$ cat src/rtl/radio_seq_pkg.sv
// -----------------------------------------------------------------------------
// radio_seq_pkg
// Shared types and default timing constants for the radio reset sequencer.
//   ch_state_t : per-channel sequencing state (OFF, ASSERT, BOOT, READY)
//   DEF_*      : default cycle counts for a 50 MHz system clock
//   is_busy()  : true while a channel is mid-sequence (ASSERT or BOOT)
// Optional feature macro: RADIO_WATCHDOG_EN (only DEF_WDT_CYCLES relates to it).
// -----------------------------------------------------------------------------
package radio_seq_pkg;

  typedef enum logic [1:0] {
    OFF    = 2'd0,
    ASSERT = 2'd1,
    BOOT   = 2'd2,
    READY  = 2'd3
  } ch_state_t;

  localparam int DEF_NUM_CH         = 2;
  localparam int DEF_RST_CYCLES     = 500000;     // 10 ms
  localparam int DEF_BOOT_CYCLES    = 25000000;   // 500 ms
  localparam int DEF_STAGGER_CYCLES = 2500000;    // 50 ms
  localparam int DEF_WDT_CYCLES     = 100000000;  // 2 s
  localparam int DEF_CNT_W          = 32;

  function automatic logic is_busy(input ch_state_t s);
    return (s == ASSERT) || (s == BOOT);
  endfunction

endpackage

$ cat src/rtl/radio_seq_ch.sv
// -----------------------------------------------------------------------------
// radio_seq_ch
// One radio channel: power-enable / reset-pulse / boot-wait state machine.
// Ports:
//   clk        system clock
//   srst_n     synchronous active-low reset
//   en_req     power request for this channel
//   gate       stagger gate from the top; channel may leave OFF only when high
//   rst_src    combined reset source (software reset or synchronised key)
//   alive      (RADIO_WATCHDOG_EN only) RX activity pulse
//   wdt_trip   (RADIO_WATCHDOG_EN only) sticky watchdog trip flag
//   dev_en     module enable pin
//   dev_rst_n  module reset pin, active-low
//   ready      channel booted, UART usable
//   busy       channel is in ASSERT or BOOT
// Optional feature macro: RADIO_WATCHDOG_EN
// -----------------------------------------------------------------------------
module radio_seq_ch
  import radio_seq_pkg::*;
#(
  parameter int RST_CYCLES  = DEF_RST_CYCLES,
  parameter int BOOT_CYCLES = DEF_BOOT_CYCLES,
  parameter int CNT_W       = DEF_CNT_W
`ifdef RADIO_WATCHDOG_EN
  ,
  parameter int WDT_CYCLES  = DEF_WDT_CYCLES
`endif
) (
  input  logic clk,
  input  logic srst_n,
  input  logic en_req,
  input  logic gate,
  input  logic rst_src,
`ifdef RADIO_WATCHDOG_EN
  input  logic alive,
  output logic wdt_trip,
`endif
  output logic dev_en,
  output logic dev_rst_n,
  output logic ready,
  output logic busy
);

  localparam logic [CNT_W-1:0] RST_LAST  = CNT_W'(RST_CYCLES - 1);
  localparam logic [CNT_W-1:0] BOOT_LAST = CNT_W'(BOOT_CYCLES - 1);
`ifdef RADIO_WATCHDOG_EN
  localparam logic [CNT_W-1:0] WDT_LAST  = CNT_W'(WDT_CYCLES - 1);
  logic [CNT_W-1:0] wdt_q, wdt_d;
  logic             trip_q, trip_d;
`endif

  ch_state_t        state_q, state_d;
  logic [CNT_W-1:0] cnt_q, cnt_d;
  logic             dev_en_q, dev_en_d;
  logic             dev_rst_n_q, dev_rst_n_d;
  logic             ready_q, ready_d;
  logic             busy_q, busy_d;

  // Priority: dropped request beats a reset source, which beats progression.
  // Outputs are decoded from the next state so they toggle on the same edge
  // as the state change.
  always_comb begin
    state_d = state_q;
    cnt_d   = cnt_q;
`ifdef RADIO_WATCHDOG_EN
    wdt_d   = '0;
    trip_d  = trip_q;
`endif
    if (!en_req) begin
      state_d = OFF;
      cnt_d   = '0;
`ifdef RADIO_WATCHDOG_EN
      trip_d  = 1'b0;
`endif
    end else if (rst_src && (state_q == BOOT || state_q == READY)) begin
      state_d = ASSERT;
      cnt_d   = '0;
    end else begin
      case (state_q)
        OFF: begin
          if (gate) begin
            state_d = ASSERT;
            cnt_d   = '0;
          end
        end
        ASSERT: begin
          // Holding the count at zero while the source is active guarantees
          // a full pulse after the source releases.
          if (rst_src) begin
            cnt_d = '0;
          end else if (cnt_q == RST_LAST) begin
            state_d = BOOT;
            cnt_d   = '0;
          end else begin
            cnt_d = cnt_q + 1'b1;
          end
        end
        BOOT: begin
          if (cnt_q == BOOT_LAST) begin
            state_d = READY;
            cnt_d   = '0;
          end else begin
            cnt_d = cnt_q + 1'b1;
          end
        end
        READY: begin
`ifdef RADIO_WATCHDOG_EN
          if (alive) begin
            wdt_d = '0;
          end else if (wdt_q == WDT_LAST) begin
            state_d = ASSERT;
            cnt_d   = '0;
            trip_d  = 1'b1;
          end else begin
            wdt_d = wdt_q + 1'b1;
          end
`endif
        end
        default: begin
          state_d = OFF;
          cnt_d   = '0;
        end
      endcase
    end
    dev_en_d    = (state_d != OFF);
    dev_rst_n_d = (state_d == BOOT) || (state_d == READY);
    ready_d     = (state_d == READY);
    busy_d      = is_busy(state_d);
  end

  always_ff @(posedge clk) begin
    if (!srst_n) begin
      state_q     <= OFF;
      cnt_q       <= '0;
      dev_en_q    <= 1'b0;
      dev_rst_n_q <= 1'b0;
      ready_q     <= 1'b0;
      busy_q      <= 1'b0;
`ifdef RADIO_WATCHDOG_EN
      wdt_q       <= '0;
      trip_q      <= 1'b0;
`endif
    end else begin
      state_q     <= state_d;
      cnt_q       <= cnt_d;
      dev_en_q    <= dev_en_d;
      dev_rst_n_q <= dev_rst_n_d;
      ready_q     <= ready_d;
      busy_q      <= busy_d;
`ifdef RADIO_WATCHDOG_EN
      wdt_q       <= wdt_d;
      trip_q      <= trip_d;
`endif
    end
  end

  assign dev_en    = dev_en_q;
  assign dev_rst_n = dev_rst_n_q;
  assign ready     = ready_q;
  assign busy      = busy_q;
`ifdef RADIO_WATCHDOG_EN
  assign wdt_trip  = trip_q;
`endif

endmodule

$ cat src/rtl/radio_reset_sequencer.sv
// -----------------------------------------------------------------------------
// radio_reset_sequencer
// Power-enable and reset sequencer for NUM_CH UART-attached radio modules.
// Owns the KEY synchroniser, the power-up stagger timer and the busy summary;
// each channel's sequencing lives in radio_seq_ch.
// Ports:
//   clk_clk        system clock
//   reset_reset_n  synchronous active-low reset
//   key_n          raw pushbutton, active-low, asynchronous (resets all channels)
//   sw_rst_n       per-channel software reset, active-low level
//   ch_en_req      per-channel power request
//   ch_alive       (RADIO_WATCHDOG_EN only) per-channel RX activity pulse
//   wdt_trip       (RADIO_WATCHDOG_EN only) per-channel sticky watchdog flag
//   dev_en         module enable pins
//   dev_rst_n      module reset pins, active-low
//   ch_ready       channel booted
//   busy           any channel in ASSERT or BOOT
// Optional feature macro: RADIO_WATCHDOG_EN
// -----------------------------------------------------------------------------
module radio_reset_sequencer
  import radio_seq_pkg::*;
#(
  parameter int NUM_CH         = DEF_NUM_CH,
  parameter int RST_CYCLES     = DEF_RST_CYCLES,
  parameter int BOOT_CYCLES    = DEF_BOOT_CYCLES,
  parameter int STAGGER_CYCLES = DEF_STAGGER_CYCLES,
  parameter int CNT_W          = DEF_CNT_W
`ifdef RADIO_WATCHDOG_EN
  ,
  parameter int WDT_CYCLES     = DEF_WDT_CYCLES
`endif
) (
  input  logic              clk_clk,
  input  logic              reset_reset_n,
  input  logic              key_n,
  input  logic [NUM_CH-1:0] sw_rst_n,
  input  logic [NUM_CH-1:0] ch_en_req,
`ifdef RADIO_WATCHDOG_EN
  input  logic [NUM_CH-1:0] ch_alive,
  output logic [NUM_CH-1:0] wdt_trip,
`endif
  output logic [NUM_CH-1:0] dev_en,
  output logic [NUM_CH-1:0] dev_rst_n,
  output logic [NUM_CH-1:0] ch_ready,
  output logic              busy
);

  localparam logic [CNT_W-1:0] TIMER_MAX = CNT_W'((NUM_CH - 1) * STAGGER_CYCLES);

  logic             key_meta_q, key_meta_d;
  logic             key_sync_q, key_sync_d;
  logic [CNT_W-1:0] timer_q, timer_d;

  logic [NUM_CH-1:0] gate;
  logic [NUM_CH-1:0] rst_src;
  logic [NUM_CH-1:0] ch_busy;

  // Stagger timer saturates so the gates, once open, stay open until reset.
  always_comb begin
    key_meta_d = key_n;
    key_sync_d = key_meta_q;
    timer_d    = (timer_q >= TIMER_MAX) ? timer_q : timer_q + 1'b1;
  end

  // Synchroniser flops reset to 1 so a reset never looks like a key press.
  always_ff @(posedge clk_clk) begin
    if (!reset_reset_n) begin
      key_meta_q <= 1'b1;
      key_sync_q <= 1'b1;
      timer_q    <= '0;
    end else begin
      key_meta_q <= key_meta_d;
      key_sync_q <= key_sync_d;
      timer_q    <= timer_d;
    end
  end

  for (genvar i = 0; i < NUM_CH; i++) begin : g_ch
    assign gate[i]    = (timer_q >= CNT_W'(i * STAGGER_CYCLES));
    assign rst_src[i] = ~sw_rst_n[i] | ~key_sync_q;

    radio_seq_ch #(
      .RST_CYCLES  (RST_CYCLES),
      .BOOT_CYCLES (BOOT_CYCLES),
      .CNT_W       (CNT_W)
`ifdef RADIO_WATCHDOG_EN
      ,
      .WDT_CYCLES  (WDT_CYCLES)
`endif
    ) u_ch (
      .clk       (clk_clk),
      .srst_n    (reset_reset_n),
      .en_req    (ch_en_req[i]),
      .gate      (gate[i]),
      .rst_src   (rst_src[i]),
`ifdef RADIO_WATCHDOG_EN
      .alive     (ch_alive[i]),
      .wdt_trip  (wdt_trip[i]),
`endif
      .dev_en    (dev_en[i]),
      .dev_rst_n (dev_rst_n[i]),
      .ready     (ch_ready[i]),
      .busy      (ch_busy[i])
    );
  end

  assign busy = |ch_busy;

endmodule

$ cat config.mk
export PLATFORM = sky130hd
export DESIGN_NAME = radio_reset_sequencer
export DESIGN_NICKNAME = d
export VERILOG_FILES = /design/src/rtl/radio_seq_pkg.sv /design/src/rtl/radio_seq_ch.sv /design/src/rtl/radio_reset_sequencer.sv
export SDC_FILE = /design/constraint.sdc
export NUM_CORES = 1
export LEC_CHECK = 0
export ABC_AREA = 0
export ABC_CLOCK_PERIOD_IN_PS = 3000
export CAP_MARGIN = 20
export CORE_MARGIN = 10
export CORE_UTILIZATION = 25
export DETAILED_ROUTE_END_ITERATION = 16
export SLEW_MARGIN = 20
export SYNTH_ARGS = -nofsm -noshare
export SYNTH_HDL_FRONTEND = slang
export SYNTH_HIERARCHICAL = 1
export SYNTH_SLANG_ARGS = --single-unit
$ cat constraint.sdc
create_clock -name clk_clk -period 3 [get_ports clk_clk]
set_input_delay 0.6 -clock clk_clk [delete_from_list [all_inputs] [get_ports clk_clk]]
set_output_delay 0.6 -clock clk_clk [all_outputs]
set_load 0.02 [all_outputs]
==> impl_metrics.env, run 1 <==
export IMPL_synth_top_area_share=0.393
export IMPL_setup_violations_final=0
export IMPL_arrival_ns=3.17
export IMPL_cts_setup_buffers=0
export IMPL_cts_sinks=110
export IMPL_synth_top_cells_by_area="dfxtp_1 39%, nor2_1 5.2%, ha_1 4.9%, xor2_1 4.7%, nand4_1 3.7%"
export IMPL_fill_cells=2288
export IMPL_core_rowCount=54
export IMPL_post_route_period_util=0.958
export IMPL_drive_gt1_frac=0.108
export IMPL_power_density_nw_per_um2=453
export IMPL_p_clk_frac=0.460
export IMPL_slew_viol_final=0
export IMPL_final_hold_viol_count=0
export IMPL_cp_buffers_inverters=0
export IMPL_tns_ns=0
export IMPL_synth_ff_type="dfxtp_1"
export IMPL_gp_congestion=0.793
export IMPL_critPathLaunchType="register"
export IMPL_synth_most_common_cell="dfxtp_1"
export IMPL_io_pins=14
export IMPL_crit_fanout=6
export IMPL_holdBufCountCts=0
export IMPL_drtIter0Drc=240
export IMPL_synth_cell_types=55
export IMPL_cp_cell_sequence="or4b_1 -> o2111ai_1 -> o21a_2 -> and2b_2 -> or3_1 -> or4_4 -> or3_1 -> a21oi_1"
export IMPL_final_area_um2=6390
export IMPL_vias=4590
export IMPL_grt_setup_unrepaired="no"
export IMPL_diodes=0
export IMPL_antenna_found_initial=0
export IMPL_crit_family="simple AND/OR/NAND/NOR gates"
export IMPL_fmax_ghz=0.348
export IMPL_required_ns=3.29
export IMPL_via_per_inst=4.81
export IMPL_core_region_area_um2=22000
export IMPL_grt_first_pass_wirelength_um=21100
export IMPL_power_internal_mw=2.28
export IMPL_die_area_um2=28800
export IMPL_maxCapViolCount=0
export IMPL_synth_edf_count=0
export IMPL_clock_path_buffers=2
export IMPL_avgRoutedWirePerCell_um=12.8
export IMPL_ys_warn_count=6
export IMPL_num_nets_final=698
export IMPL_cts_tree="yes"
export IMPL_die_w_um=170
export IMPL_cts_root_buf="clkbuf_16"
export IMPL_grt_overflow_total=0
export IMPL_fin_skew_ns=0.00941
export IMPL_numCtsBuffers=9
export IMPL_yosysSeqAreaShare=0.393
export IMPL_p_comb_frac=0.031
export IMPL_syn_to_final_growth_pct=14.0
export IMPL_port_buffers=13
export IMPL_utilization=0.291
export IMPL_power_frac_seq=0.509
export IMPL_p_sw_mw=0.612
export IMPL_status="finished clean"
export IMPL_slowest_delay_ns=0.61
export IMPL_p_leak_nw=2.15
export IMPL_clk_insertion_delay_late_ns=0.35
export IMPL_netlist_area_um2=5600
export IMPL_grt_max_degree=42
export IMPL_switching_share=0.212
export IMPL_syn_avg_cell_area_um2=8.62
export IMPL_drtPass1Iterations=4
export IMPL_clk_pin_slew_ns=0.07
export IMPL_synth_common_cells="110 x dfxtp_1, 77 x nor2_1, 38 x nand2_1"
export IMPL_fp_dieH_um=170
export IMPL_synth_seq_cells=110
export IMPL_syn_instance_count=650
export IMPL_synth_async_reset_ratio=0
export IMPL_critical_path_slowest_cell="or4_4"
export IMPL_drcViolationCount=0
export IMPL_max_slew_margin=0.518
export IMPL_hpwl_um=8720
export IMPL_synth_top_cell_by_area="dfxtp_1"
export IMPL_hp_class="register to register"
export IMPL_drt_wl_total_um=12200
export IMPL_start_util=0.255
export IMPL_critical_path_class="register to register"
export IMPL_antenna_left=0
export IMPL_path_common_cell="or3_1"
export IMPL_finalCriticalPeriod_ns=2.88
export IMPL_worst_pin_slew_ns=0.717
export IMPL_grt_pass1_vias=4264
export IMPL_vdd_drop_max_mv=0.208
export IMPL_setup_worst_path_end_class="register"
export IMPL_track_usage=0.0876
export IMPL_h_tree_depth=3
export IMPL_dpl_cell_area_um2=6050
-- power by group through the flow --
stage	Sequential, mW	Combinational [mW]	Clock, mW
3_3_place_gp	1.51	0.0892	0
3_5_place_dp	1.51	0.0892	0
2_1_floorplan	1.51	0.0541	0
4_1_cts	1.47	0.0897	1.37
5_1_grt	1.47	0.101	1.44
6_report	1.47	0.0884	1.33
-- state kept, by name, indices dropped and copies added (netlist names) --
name                 cells
key_meta_q               1
timer_q                 32
g_ch.u_ch/cnt_q         64
key_sync_q               1
g_ch.u_ch/dev_en         2
g_ch.u_ch/busy           2
g_ch.u_ch/state_q        4
g_ch.u_ch/dev_rst_n      2
g_ch.u_ch/ready          2
-- final cells by class --
class / instances / area [um^2] / area share
Multi-Input combinational cell: 498 / 3190 / 0.499
Sequential cell: 110 / 2200 / 0.345
Clock buffer: 12 / 256 / 0.0401
Clock inverter: 4 / 76.3 / 0.0119
Tap cell: 280 / 350 / 0.0548
Timing Repair Buffer: 25 / 220 / 0.0345
Inverter: 25 / 93.8 / 0.0147
-- layout by cell type, fill, tap and decap left out, types with 4 or more instances in the layout --
cell | netlist | layout
dfxtp_1 | 110 | 109
buf_4 | 2 | 12
nor2b_1 | 12 | 12
and3_1 | 4 | 4
o21ai_0 | 18 | 18
inv_1 | 25 | 25
ha_1 | 22 | 22
o31ai_1 | 9 | 9
nand4_1 | 33 | 33
o211ai_1 | 5 | 5
xnor2_1 | 11 | 11
nand3_1 | 35 | 35
and4_1 | 4 | 4
o2bb2ai_1 | 4 | 4
clkbuf_16 | 0 | 9
nand2b_1 | 5 | 5
nor2_1 | 77 | 77
a21oi_1 | 32 | 32
nor4_1 | 11 | 11
or3_1 | 12 | 12
clkdlybuf4s50_1 | 0 | 13
and3_2 | 6 | 6
nand4_2 | 6 | 6
xor2_1 | 30 | 30
nand2_1 | 38 | 38
and2_1 | 15 | 15
a22o_1 | 10 | 10
o21ai_1 | 14 | 14
or3_2 | 6 | 6
or4_1 | 11 | 10
nor3_1 | 19 | 19
nor3_2 | 7 | 7
or2_2 | 5 | 5
-- stage by stage --
stage | power (mW) | hold slack (ns) | std cells | worst slack, ns
final | 2.89 | 0.411 | 954 | 0.125
after global routing | 3.01 | 0.426 | 954 | 0.000132
after CTS | 2.93 | 0.414 | 954 | 0.0287
after detailed placement | 1.60 | 0.397 | 938 | 0.0526
after global placement | 1.60 | 0.395 | 938 | 0.0753
after floorplan | 1.56 | 0.386 | 651 | -0.115
-- timing repair --
action / in CTS / in global routing
setup endpoints to repair: 0 / 4
gates resized for setup: 0 / 1
endpoints found under the hold margin: 0 / 0
-- cells by family after synthesis --
family | share of synthesized area
and+or+nand+nor | 0.325
AOI/OAI and AO/OA | 0.125
DFF | 0.393
buffers and inverters | 0.0395
xor gates and xnor gates | 0.0641
adders and majority gates | 0.0491
muxes | 0.00357
other | 0.000669
-- per-layer routing --
metal | GRT usage | part of all wire | up-vias
li1 | - | - | 2385
met1 | 0.117 | 0.51 | 2133
met2 | 0.135 | 0.45 | 57
met3 | 0.0163 | 0.025 | 15
met4 | 0.0366 | 0.016 | 0
met5 | 0 | 0 | -
-- final timing paths --
check,start,slack (ns),end,cells past startpoint
setup / recovery,timer_q[22]$_SDFFE_PN0N_,0.12,g_ch[1].u_ch/cnt_q[23]$_SDFFE_PP0P_,8
hold / removal,key_meta_q$_SDFF_PN1_,0.41,key_sync_q$_SDFF_PN1_,1
setup reg to reg,timer_q[22]$_SDFFE_PN0N_,0.12,g_ch[1].u_ch/cnt_q[23]$_SDFFE_PP0P_,8
hold reg to reg,key_meta_q$_SDFF_PN1_,0.41,key_sync_q$_SDFF_PN1_,1
Note: power is estimated with default switching activity, not from simulation.
==> run 2: changes to the inputs <==
--- a/config.mk
+++ b/config.mk
@@ -6,7 +6,7 @@
 export NUM_CORES = 1
 export LEC_CHECK = 0
 export ABC_AREA = 0
-export ABC_CLOCK_PERIOD_IN_PS = 3000
+export ABC_CLOCK_PERIOD_IN_PS = 2600
 export CAP_MARGIN = 20
 export CORE_MARGIN = 10
 export CORE_UTILIZATION = 25
==> constraint.sdc (replaced) <==
create_clock -name clk_clk -period 2.6 [get_ports clk_clk]
set_input_delay 0.52 -clock clk_clk [delete_from_list [all_inputs] [get_ports clk_clk]]
set_output_delay 0.52 -clock clk_clk [all_outputs]
set_load 0.02 [all_outputs]
==> run 2 against run 1 <==
  * The run now ends with setup timing left
  * Sequential share of layout area fell by 2.5 points
  * First-iteration DRC count rose by 5.4%
  * Final area rose by 8.0%
==> impl_metrics.env, run 2 (synthesis results as in run 1) <==
export IMPL_wl_met2_um=5730
export IMPL_crit_family="simple AND/OR/NAND/NOR gates"
export IMPL_p_leak_nw=2.44
export IMPL_core_region_area_um2=22000
export IMPL_gp_congestion=0.810
export IMPL_holdBufCountCts=0
export IMPL_syn_to_final_growth_pct=23.2
export IMPL_mostFrequentLayoutCells="107 x dfxtp_1, 75 x nor2_1, 53 x buf_4"
export IMPL_drive_gt1_frac=0.198
export IMPL_required_ns=2.90
export IMPL_slowest_delay_ns=0.53
export IMPL_finalWorstSetupSlack_ns=-0.178
export IMPL_cts_root_buf="clkbuf_16"
export IMPL_grt_max_degree=23
export IMPL_via_per_inst=4.77
export IMPL_cp_cell_sequence="or4b_4 -> o2111ai_2 -> o21a_2 -> and2b_2 -> or3_4 -> or4_4 -> or3_1 -> a21oi_1"
export IMPL_h_tree_depth=3
export IMPL_die_w_um=170
export IMPL_fmax_ghz=0.360
export IMPL_power_frac_seq=0.528
export IMPL_core_rowCount=54
export IMPL_finalCriticalPeriod_ns=2.78
export IMPL_p_comb_frac=0.034
export IMPL_cts_sinks=110
export IMPL_clk_insertion_delay_late_ns=0.36
export IMPL_setup_violations_final=8
export IMPL_utilization=0.314
export IMPL_largest_register="g_ch.u_ch/cnt_q"
export IMPL_port_buffers=13
export IMPL_top_layer="met4"
export IMPL_clk_pin_slew_ns=0.07
export IMPL_p_clk_frac=0.438
export IMPL_p_sw_mw=0.711
export IMPL_violations="setup timing"
export IMPL_r2r_start="timer_q[23]$_SDFFE_PN0N_"
export IMPL_crit_start="timer_q[23]$_SDFFE_PN0N_"
export IMPL_maxCapViolCount=0
export IMPL_io_pins=14
export IMPL_placed_cells=977
export IMPL_crit_fanout=6
export IMPL_switching_share=0.221
export IMPL_antenna_found_initial=0
export IMPL_avgRoutedWirePerCell_um=13.0
export IMPL_final_hold_viol_count=0
export IMPL_holdWs_ns=0.410
export IMPL_drt_wl_total_um=13000
export IMPL_clock_path_buffers=2
export IMPL_power_internal_mw=2.50
export IMPL_diodes=0
export IMPL_setup_worst_path_end_class="register"
export IMPL_vias=4760
export IMPL_drtPass1Iterations=4
export IMPL_max_slew_margin=0.547
export IMPL_drt_met1_wl_um=6590
export IMPL_grt_setup_unrepaired="yes"
export IMPL_layoutNonFillerInstCount=998
export IMPL_critPathLaunchType="register"
export IMPL_final_common_cell="dfxtp_1"
export IMPL_antenna_left=0
export IMPL_largestRegisters="g_ch.u_ch/cnt_q (64), timer_q (32), g_ch.u_ch/state_q (4)"
export IMPL_num_nets_final=743
export IMPL_critical_path_class="register to register"
export IMPL_slew_viol_final=0
export IMPL_cp_buffers_inverters=0
export IMPL_largest_register_ffs=64
export IMPL_vdd_drop_max_mv=0.314
export IMPL_finalPower_mw=3.22
export IMPL_grt_overflow_total=0
export IMPL_arrival_ns=3.08
export IMPL_power_density_nw_per_um2=466
export IMPL_critical_path_slowest_cell="or4b_4"
export IMPL_hp_class="register to register"
export IMPL_hp_start="key_meta_q$_SDFF_PN1_"
export IMPL_hpwl_um=9230
export IMPL_wl_met3_um=405
export IMPL_die_area_um2=28800
export IMPL_grt_pass1_vias=4518
export IMPL_status="complete, but fails checks"
export IMPL_worst_pin_slew_ns=0.679
export IMPL_final_area_um2=6900
export IMPL_grt_first_pass_wirelength_um=22100
export IMPL_fin_skew_ns=0.0108
export IMPL_numCtsBuffers=9
export IMPL_fp_dieH_um=170
export IMPL_cts_tree="yes"
export IMPL_drcViolationCount=0
export IMPL_fill_cells=2256
export IMPL_post_route_period_util=1.07
export IMPL_start_util=0.255
export IMPL_track_usage=0.0926
export IMPL_drtIter0Drc=253
export IMPL_dpl_cell_area_um2=6370
-- run 2: cell count changes in the layout (fill, tap and decap cells not counted), moves of 3 or more --
cell | before | now
nor3_1 | 19 | 16
nor4_2 | 2 | 6
nor4_1 | 11 | 6
buf_4 | 12 | 53
-- run 2: cell type report --
| class | instances | area [um^2] | share of cell area |
|---|---|---|---|
| multi-input combinational | 498 | 3320 | 0.481 |
| inverter | 25 | 93.8 | 0.0136 |
| sequential | 110 | 2210 | 0.320 |
| timing repair buffer | 70 | 633 | 0.0917 |
| clock inverter | 5 | 60.1 | 0.00870 |
| clock buffer | 10 | 239 | 0.0346 |
| tap | 280 | 350 | 0.0508 |
-- run 2: metal layers --
layer | track usage | vias to the layer above
met1 | 0.123 | 2218
met3 | 0.0179 | 17
met5 | 0 | -
met2 | 0.141 | 49
met4 | 0.0431 | 0
li1 | - | 2476
-- run 2: through the flow --
stage / setup TNS, ns / setup slack [ns]
floorplan: -3.70 / -0.515
global placement: -1.62 / -0.315
detailed placement: -2.19 / -0.364
CTS: -1.35 / -0.228
global route: -2.28 / -0.258
finish: -0.897 / -0.178
-- run 2: worst paths after layout --
| path | slack [ns] | cells past startpoint | to |
|---|---|---|---|
| max reg2reg | -0.18 | 8 | g_ch[1].u_ch/cnt_q[23]$_SDFFE_PP0P_ |
| min reg2reg | 0.41 | 1 | key_sync_q$_SDFF_PN1_ |
| min | 0.41 | 1 | key_sync_q$_SDFF_PN1_ |
| max | -0.18 | 8 | g_ch[1].u_ch/cnt_q[23]$_SDFFE_PP0P_ |
-- run 2: power groups by stage --
stage / clock network (mW) / registers (mW) / logic, mW
3_5_place_dp: 0 / 1.74 / 0.111
6_report: 1.41 / 1.70 / 0.110
4_1_cts: 1.44 / 1.70 / 0.111
2_1_floorplan: 0 / 1.74 / 0.0632
3_3_place_gp: 0 / 1.74 / 0.110
5_1_grt: 1.51 / 1.70 / 0.124
-- run 2: timing repair --
item / 4_1_cts / 5_1_grt
endpoints found under the setup margin: 11 / 35
gates resized for setup: 7 / 23
cloned: 2 / 0
setup buffers: 3 / 1
pin swaps: 3 / 10
